`config.mk`:
```
export PLATFORM = sky130hd
export DESIGN_NAME = mux_2to1_rr_arbiter_flat
export DESIGN_NICKNAME = d
export VERILOG_FILES = /design/src/rtl/mux_2to1_rr_arbiter_if.sv /design/src/rtl/mux_2to1_rr_arbiter.sv /design/src/flat_wrapper.sv
export SDC_FILE = /design/constraint.sdc
export NUM_CORES = 1
export LEC_CHECK = 0
export BUFFER_PORTS_ARGS = -buffer_cell sky130_fd_sc_hd__buf_2
export CAP_MARGIN = 15
export CELL_PAD_IN_SITES_DETAIL_PLACEMENT = 0
export CELL_PAD_IN_SITES_GLOBAL_PLACEMENT = 1
export CORE_AREA = 2 2 39 41
export CTS_CLUSTER_SIZE = 10
export DETAILED_ROUTE_END_ITERATION = 8
export DIE_AREA = 0 0 41 43
export GPL_TIMING_DRIVEN = 0
export PLACE_DENSITY_LB_ADDON = 0.3
export SKIP_LAST_GASP = 1
export SYNTH_ARGS = -nofsm -noshare
export SYNTH_HDL_FRONTEND = slang
export SYNTH_SLANG_ARGS = --single-unit
```
`constraint.sdc`:
```
create_clock -name clk -period 1.73 [get_ports clk]
set_input_delay 0.346 -clock clk [delete_from_list [all_inputs] [get_ports clk]]
set_output_delay 0.346 -clock clk [all_outputs]
set_load 0.02 [all_outputs]
```
`src/rtl/mux_2to1_rr_arbiter_if.sv`:
```
// ----------------------------------------------------------------------------
// mux_2to1_rr_arbiter_if
//   Bundles the two valid/ready producer channels, the output register channel
//   and the mux select of the 2:1 round-robin arbiter stage.
//
//   Signals
//     in0_valid / in0_data / in0_ready : producer 0 handshake
//     in1_valid / in1_data / in1_ready : producer 1 handshake
//     out_valid / out_data / out_ready : output register handshake
//     select                           : source of the held word (0 = in0, 1 = in1)
//
//   Modports
//     master : the surroundings (producers and downstream consumer)
//     slave  : the arbiter itself
// ----------------------------------------------------------------------------
interface mux_2to1_rr_arbiter_if #(
    parameter int WIDTH = 1
);
    logic             in0_valid;
    logic [WIDTH-1:0] in0_data;
    logic             in0_ready;
    logic             in1_valid;
    logic [WIDTH-1:0] in1_data;
    logic             in1_ready;
    logic             out_valid;
    logic [WIDTH-1:0] out_data;
    logic             out_ready;
    logic             select;

    modport master (
        output in0_valid, in0_data, in1_valid, in1_data, out_ready,
        input  in0_ready, in1_ready, out_valid, out_data, select
    );

    modport slave (
        input  in0_valid, in0_data, in1_valid, in1_data, out_ready,
        output in0_ready, in1_ready, out_valid, out_data, select
    );
endinterface

```
`src/rtl/mux_2to1_rr_arbiter.sv`:
```
// ----------------------------------------------------------------------------
// mux_2to1_rr_arbiter
//   Select generator for the 2:1 multiplexer stage. Two valid/ready producers
//   compete for one output; a round-robin arbiter picks the winner, the winning
//   word is captured into a one-entry output register and 'select' records
//   which input it came from. Back-pressure on out_ready stalls the register
//   without losing or duplicating words; a drain and a load may happen in the
//   same cycle for full throughput.
//
//   Parameters
//     WIDTH : data width of each input word and of out_data
//     CNT_W : width of the per-input grant counters
//
//   Ports
//     clk        : clock, all state updates on posedge
//     reset      : synchronous, active-high
//     bus        : mux_2to1_rr_arbiter_if.slave (producer, output and select signals)
//     grant_cnt0 : accepted in0 words, saturating (GRANT_CNT_EN only)
//     grant_cnt1 : accepted in1 words, saturating (GRANT_CNT_EN only)
//
//   Configuration macro
//     GRANT_CNT_EN : when defined, adds the saturating grant counters and
//                    their output ports; when undefined they are absent.
// ----------------------------------------------------------------------------
module mux_2to1_rr_arbiter #(
    parameter int WIDTH = 1,
    parameter int CNT_W = 8
) (
    input  logic                       clk,
    input  logic                       reset,
    mux_2to1_rr_arbiter_if.slave       bus
`ifdef GRANT_CNT_EN
    ,
    output logic [CNT_W-1:0]           grant_cnt0,
    output logic [CNT_W-1:0]           grant_cnt1
`endif
);

    // The only state is whether the output register holds a word.
    typedef enum logic {
        EMPTY = 1'b0,
        FULL  = 1'b1
    } state_t;

    state_t           r_state;
    state_t           w_stateNext;
    logic [WIDTH-1:0] r_outData;
    logic             r_select;
    logic             r_lastGrant;

    logic             w_load;
    logic             w_grant;
    logic             w_xfer0;
    logic             w_xfer1;

    // Parameter sanity checks at elaboration time.
    if (WIDTH < 1) begin : g_widthCheck
        $error("WIDTH must be at least 1");
    end
    if (CNT_W < 1) begin : g_cntWCheck
        $error("CNT_W must be at least 1");
    end

    // Arbitration and next-state logic. The register can take a word when it
    // is empty or being drained this cycle. On a tie the input that did not
    // win last is favoured; last_grant only moves on an actual transfer, so
    // idle cycles leave the priority where it was. Readies are held low while
    // reset is asserted so no word is consumed during reset.
    always_comb begin
        w_load      = 1'b0;
        w_grant     = 1'b0;
        w_xfer0     = 1'b0;
        w_xfer1     = 1'b0;
        w_stateNext = r_state;

        w_load = ~reset & ((r_state == EMPTY) | bus.out_ready);

        if (bus.in0_valid && bus.in1_valid) begin
            w_grant = ~r_lastGrant;
        end else begin
            w_grant = bus.in1_valid;
        end

        w_xfer0 = w_load & ~w_grant & bus.in0_valid;
        w_xfer1 = w_load &  w_grant & bus.in1_valid;

        case (r_state)
            EMPTY: begin
                if (w_xfer0 || w_xfer1) begin
                    w_stateNext = FULL;
                end
            end
            FULL: begin
                if (!(w_xfer0 || w_xfer1) && bus.out_ready) begin
                    w_stateNext = EMPTY;
                end
            end
            default: begin
                w_stateNext = EMPTY;
            end
        endcase
    end

    // Output register, select and round-robin pointer. Data and select only
    // change on a transfer, so they are stable across stalls and keep their
    // last value after a drain.
    always_ff @(posedge clk) begin
        if (reset) begin
            r_state     <= EMPTY;
            r_outData   <= '0;
            r_select    <= 1'b0;
            r_lastGrant <= 1'b1;
        end else begin
            r_state <= w_stateNext;
            if (w_xfer0) begin
                r_outData   <= bus.in0_data;
                r_select    <= 1'b0;
                r_lastGrant <= 1'b0;
            end else if (w_xfer1) begin
                r_outData   <= bus.in1_data;
                r_select    <= 1'b1;
                r_lastGrant <= 1'b1;
            end
        end
    end

    assign bus.in0_ready = w_xfer0;
    assign bus.in1_ready = w_xfer1;
    assign bus.out_valid = (r_state == FULL);
    assign bus.out_data  = r_outData;
    assign bus.select    = r_select;

`ifdef GRANT_CNT_EN
    logic [CNT_W-1:0] r_grantCnt0;
    logic [CNT_W-1:0] r_grantCnt1;

    // Per-input accepted-word counters; they stick at all-ones instead of wrapping.
    always_ff @(posedge clk) begin
        if (reset) begin
            r_grantCnt0 <= '0;
            r_grantCnt1 <= '0;
        end else begin
            if (w_xfer0 && (r_grantCnt0 != '1)) begin
                r_grantCnt0 <= r_grantCnt0 + CNT_W'(1);
            end
            if (w_xfer1 && (r_grantCnt1 != '1)) begin
                r_grantCnt1 <= r_grantCnt1 + CNT_W'(1);
            end
        end
    end

    assign grant_cnt0 = r_grantCnt0;
    assign grant_cnt1 = r_grantCnt1;
`endif

endmodule

```
`src/flat_wrapper.sv`:
```
// flat-port wrapper written by rule: the top's interface ports become plain ports
module mux_2to1_rr_arbiter_flat 
#(
    parameter int WIDTH = 1,
    parameter int CNT_W = 8
)
  (clk, reset, bus_in0_valid, bus_in0_data, bus_in1_valid, bus_in1_data, bus_out_ready, bus_in0_ready, bus_in1_ready, bus_out_valid, bus_out_data, bus_select);
  mux_2to1_rr_arbiter_if #(.WIDTH(WIDTH)) bus_i ();
  input  logic clk;
  input  logic reset;
  input wire logic [$bits(bus_i.in0_valid)-1:0] bus_in0_valid;
  input wire logic [$bits(bus_i.in0_data)-1:0] bus_in0_data;
  input wire logic [$bits(bus_i.in1_valid)-1:0] bus_in1_valid;
  input wire logic [$bits(bus_i.in1_data)-1:0] bus_in1_data;
  input wire logic [$bits(bus_i.out_ready)-1:0] bus_out_ready;
  output wire logic [$bits(bus_i.in0_ready)-1:0] bus_in0_ready;
  output wire logic [$bits(bus_i.in1_ready)-1:0] bus_in1_ready;
  output wire logic [$bits(bus_i.out_valid)-1:0] bus_out_valid;
  output wire logic [$bits(bus_i.out_data)-1:0] bus_out_data;
  output wire logic [$bits(bus_i.select)-1:0] bus_select;
  assign bus_i.in0_valid = bus_in0_valid;
  assign bus_i.in0_data = bus_in0_data;
  assign bus_i.in1_valid = bus_in1_valid;
  assign bus_i.in1_data = bus_in1_data;
  assign bus_i.out_ready = bus_out_ready;
  assign bus_in0_ready = bus_i.in0_ready;
  assign bus_in1_ready = bus_i.in1_ready;
  assign bus_out_valid = bus_i.out_valid;
  assign bus_out_data = bus_i.out_data;
  assign bus_select = bus_i.select;
  mux_2to1_rr_arbiter #(.WIDTH(WIDTH), .CNT_W(CNT_W)) u_core (.clk(clk), .reset(reset), .bus(bus_i));
endmodule
```
==> flow_metrics.tcl <==
set metrics [dict create \
    slowest_stage "a2111oi_4" \
    first_global_vias 182 \
    viasPerCell 4.18 \
    grt_use_total_pct 7.03 \
    clockRootBuffer "clkbuf_4" \
    grt_antenna_before_repair 0 \
    clock_tree.buffer_depth 2 \
    synth.top_cell.area_share_pct 39.0 \
    syn_to_final_growth_pct 47.6 \
    power_density_nw_per_um2 907 \
    leakage_nw 0.153 \
    xor_xnor_fraction_of_synth_area_pct 0 \
    clkLatencyLatePin_ns 0.23 \
    timing_limited_maximum_frequency_mhz 629 \
    ys_top_cells_by_area "dfxtp_1 (39%), a2111oi_4 (13%), nor2b_4 (6.7%), o2111a_1 (5.5%), a21oi_1 (4.9%)" \
    netSwitchingPower_mw 0.0732 \
    clock-skew-final_ns 0.000166 \
    number_of_buffers_inserted_during_clock_tree_synthesis 3 \
    intPower_mw 0.201 \
    maximum_number_of_pins_on_one_net_before_global_route_repair 6 \
    mappedNetlistArea_um2 205 \
    share_of_the_clock_period_used_by_the_worst_path_pct 91.8 \
    largest_family_of_logic_cells_by_synthesized_area "compound AO/OA/AOI/OAI gates" \
    multiInputGateArea_um2 118 \
    die_y_um 43 \
    ir_drop_worst_vdd_mv 0.253 \
    antenna_cells_inserted 0 \
    htreeDepth 1 \
    synthCells 19 \
    drive_above_1_share_pct 54.5 \
    final_antenna_net_count 0 \
    ys_seq_elements 4 \
    holdCritPathClass "in2reg" \
    fin_crit_ns 1.59 \
    share_of_the_synthesized_area_in_compound_gates_ao_oa_aoi_oai_pct 40.2 \
    p_seq_share_pct 38.7 \
    drv_cap 0 \
    detail_route.drc_violations 0 \
    power.clock.fraction_pct 42.0 \
    drt_first_pass_iters 4 \
    rows 14 \
    hold_buf_cts 0 \
    cp_cell_sequence "nor2b_4 -> a2111oi_4 -> buf_2" \
    max-slew-margin-rel_pct 78.4 \
    comb_power_share_pct 19.4 \
    cts_tree "yes" \
    synth_largest_area_cell "dfxtp_1" \
    numClockSinks 4 \
    grt_pass1_wl_um 786 \
    share_of_synthesized_cell_area_in_full_adder_half_adder_and_majority_cells_pct 0 \
    die_x_um 41 \
    postSynthNetCount 26 \
    post-route-cell-area_um2 303 \
    global_route.overflow_total 0 \
    hold_viol 0 \
    most_common_cell_after_layout_fill_and_taps_aside "buf_2" \
    worst-endpoint-arrival_ns 1.24 \
    initial_core_util_pct 14.8 \
    die_area_um2 1760 \
    via_count 205 \
    synthMuxAreaShare_pct 0 \
    drt-initial-drc-count 3 \
    report.final.setup_viol 0 \
    startpoint_type "flip-flop" \
    tightestPinTransition_ns 0.323 \
    synthSimpleGateAreaFrac_pct 17.1 \
    outcome "finished, final reports clean" \
    placed_area_um2 280 \
    cts.repair_timing.setup_buffer_count 0 \
    count_of_boundary_i_o_pins 12 \
    register_area_um2 80.1 \
    crit_fanout 3 \
    route.detailed.wl_per_inst_um 10.5 \
    seq_area_frac_synth_pct 39.0 \
    core_area_um2 1380 \
    finalWeightedCongestion 0.688 \
    post_synth.cell_area_avg_um2 10.8 \
    place.port_buffers 11 \
    yosysWarningCount 0 \
    grt_setup_unrepaired "false" \
    switching_share_pct 26.7 \
    clkTransAtPathRegs_ns 0.04 \
    dpl_worst_slack_ns 0.255 \
    layout.cells.most_common_list "buf_2 (11), dfxtp_1 (4), clkbuf_4 (3)" \
    finalPower_mw 0.275 \
    cts_repair_resize_count 0 \
    synthDistinctLibCells 14 \
    wirelength_um 513 \
    tns_ns 0 \
    final.setup.worst_slack_ns 0.141 \
    cpPeakStageDelay_ns 0.33 \
    fillCellCount 158 \
    setup.worst_path.class "reg2out" \
    critPathRequiredTime_ns 1.38 \
    final_net_count 42 \
    end_kind "primary output" \
    timing_max_transition_violations_final 0 \
    hpwl_um 409 \
]
## critical path, delay by kind of cell, from the launching register on
family,cells,cell delay (ns)
AOI/OAI and AO/OA,1,0.33
buffers and inverters,1,0.23
DFF,1,0.31
and+or+nand+nor,1,0.14
## path summary, 6_finish.rpt
path                   startpoint                    to  slack [ns]  cells past startpoint
max          u_core.bus.out_valid         bus_in1_ready        0.14                      3
min reg2reg     u_core.bus.select     u_core.bus.select        0.49                      1
max reg2reg  u_core.bus.out_valid   u_core.bus.out_data        0.67                      3
min                         reset  u_core.bus.out_valid        0.33                      2
## synthesized netlist by cell type
cell and count:
nor2b_4 1, a31o_2 1, and3_2 1, nand2_1 1
nor2_1 1, dfxtp_1 4, a2111oi_4 1, a21oi_1 2
o21ai_0 1, a221o_1 1, o2111a_1 1, o211a_1 1
nand2b_1 1, inv_1 2
## cells by family (layout without fill, tap and decap cells)
kind of cell,Yosys count,in the layout
AND/OR/NAND/NOR,5,5
AO/OA/AOI/OAI,8,8
flip-flops,4,4
buffers and inverters,2,16
## state kept, by name, indices dropped and copies added, names as in the netlist
signal / cells
u_core.bus.out_data: 1
u_core.bus.out_valid: 1
u_core.bus.select: 1
u_core.r_lastGrant: 1
## metal layers
metal | wire length, um | vias to the layer above | part of all wire, % | GRT usage [%]
met5 | 0 | - | 0 | 0
met3 | 82 | 0 | 16 | 5.24
met2 | 194 | 15 | 38 | 6.88
met1 | 236 | 88 | 46 | 9.32
met4 | 0 | 0 | 0 | 6.00
li1 | - | 102 | - | -
## final cells by class
class | count | share of cell area [%]
Timing Repair Buffer | 11 | 18.2
Multi-Input combinational cell | 13 | 38.8
Sequential cell | 4 | 26.4
Inverter | 2 | 2.48
Tap cell | 16 | 6.61
Clock buffer | 3 | 7.44
## power by group through the flow
stage          combinational (mW)  clock (mW)  sequential (mW)
2_1_floorplan              0.0248           0            0.114
3_3_place_gp               0.0537           0            0.107
3_5_place_dp               0.0535           0            0.107
4_1_cts                    0.0537       0.121            0.106
5_1_grt                    0.0574       0.129            0.107
6_report                   0.0531       0.115            0.106
## stage by stage
| step | util, % | hold slack (ns) | std cells |
|---|---|---|---|
| floorplan | - | 0.415 | 19 |
| global placement | 20.3 | 0.473 | 46 |
| detailed placement | 20.3 | 0.473 | 46 |
| CTS | 21.9 | 0.325 | 49 |
| global route | 21.9 | 0.332 | 49 |
| finish | 21.9 | 0.332 | 49 |
(Power assumes the default switching activity.)
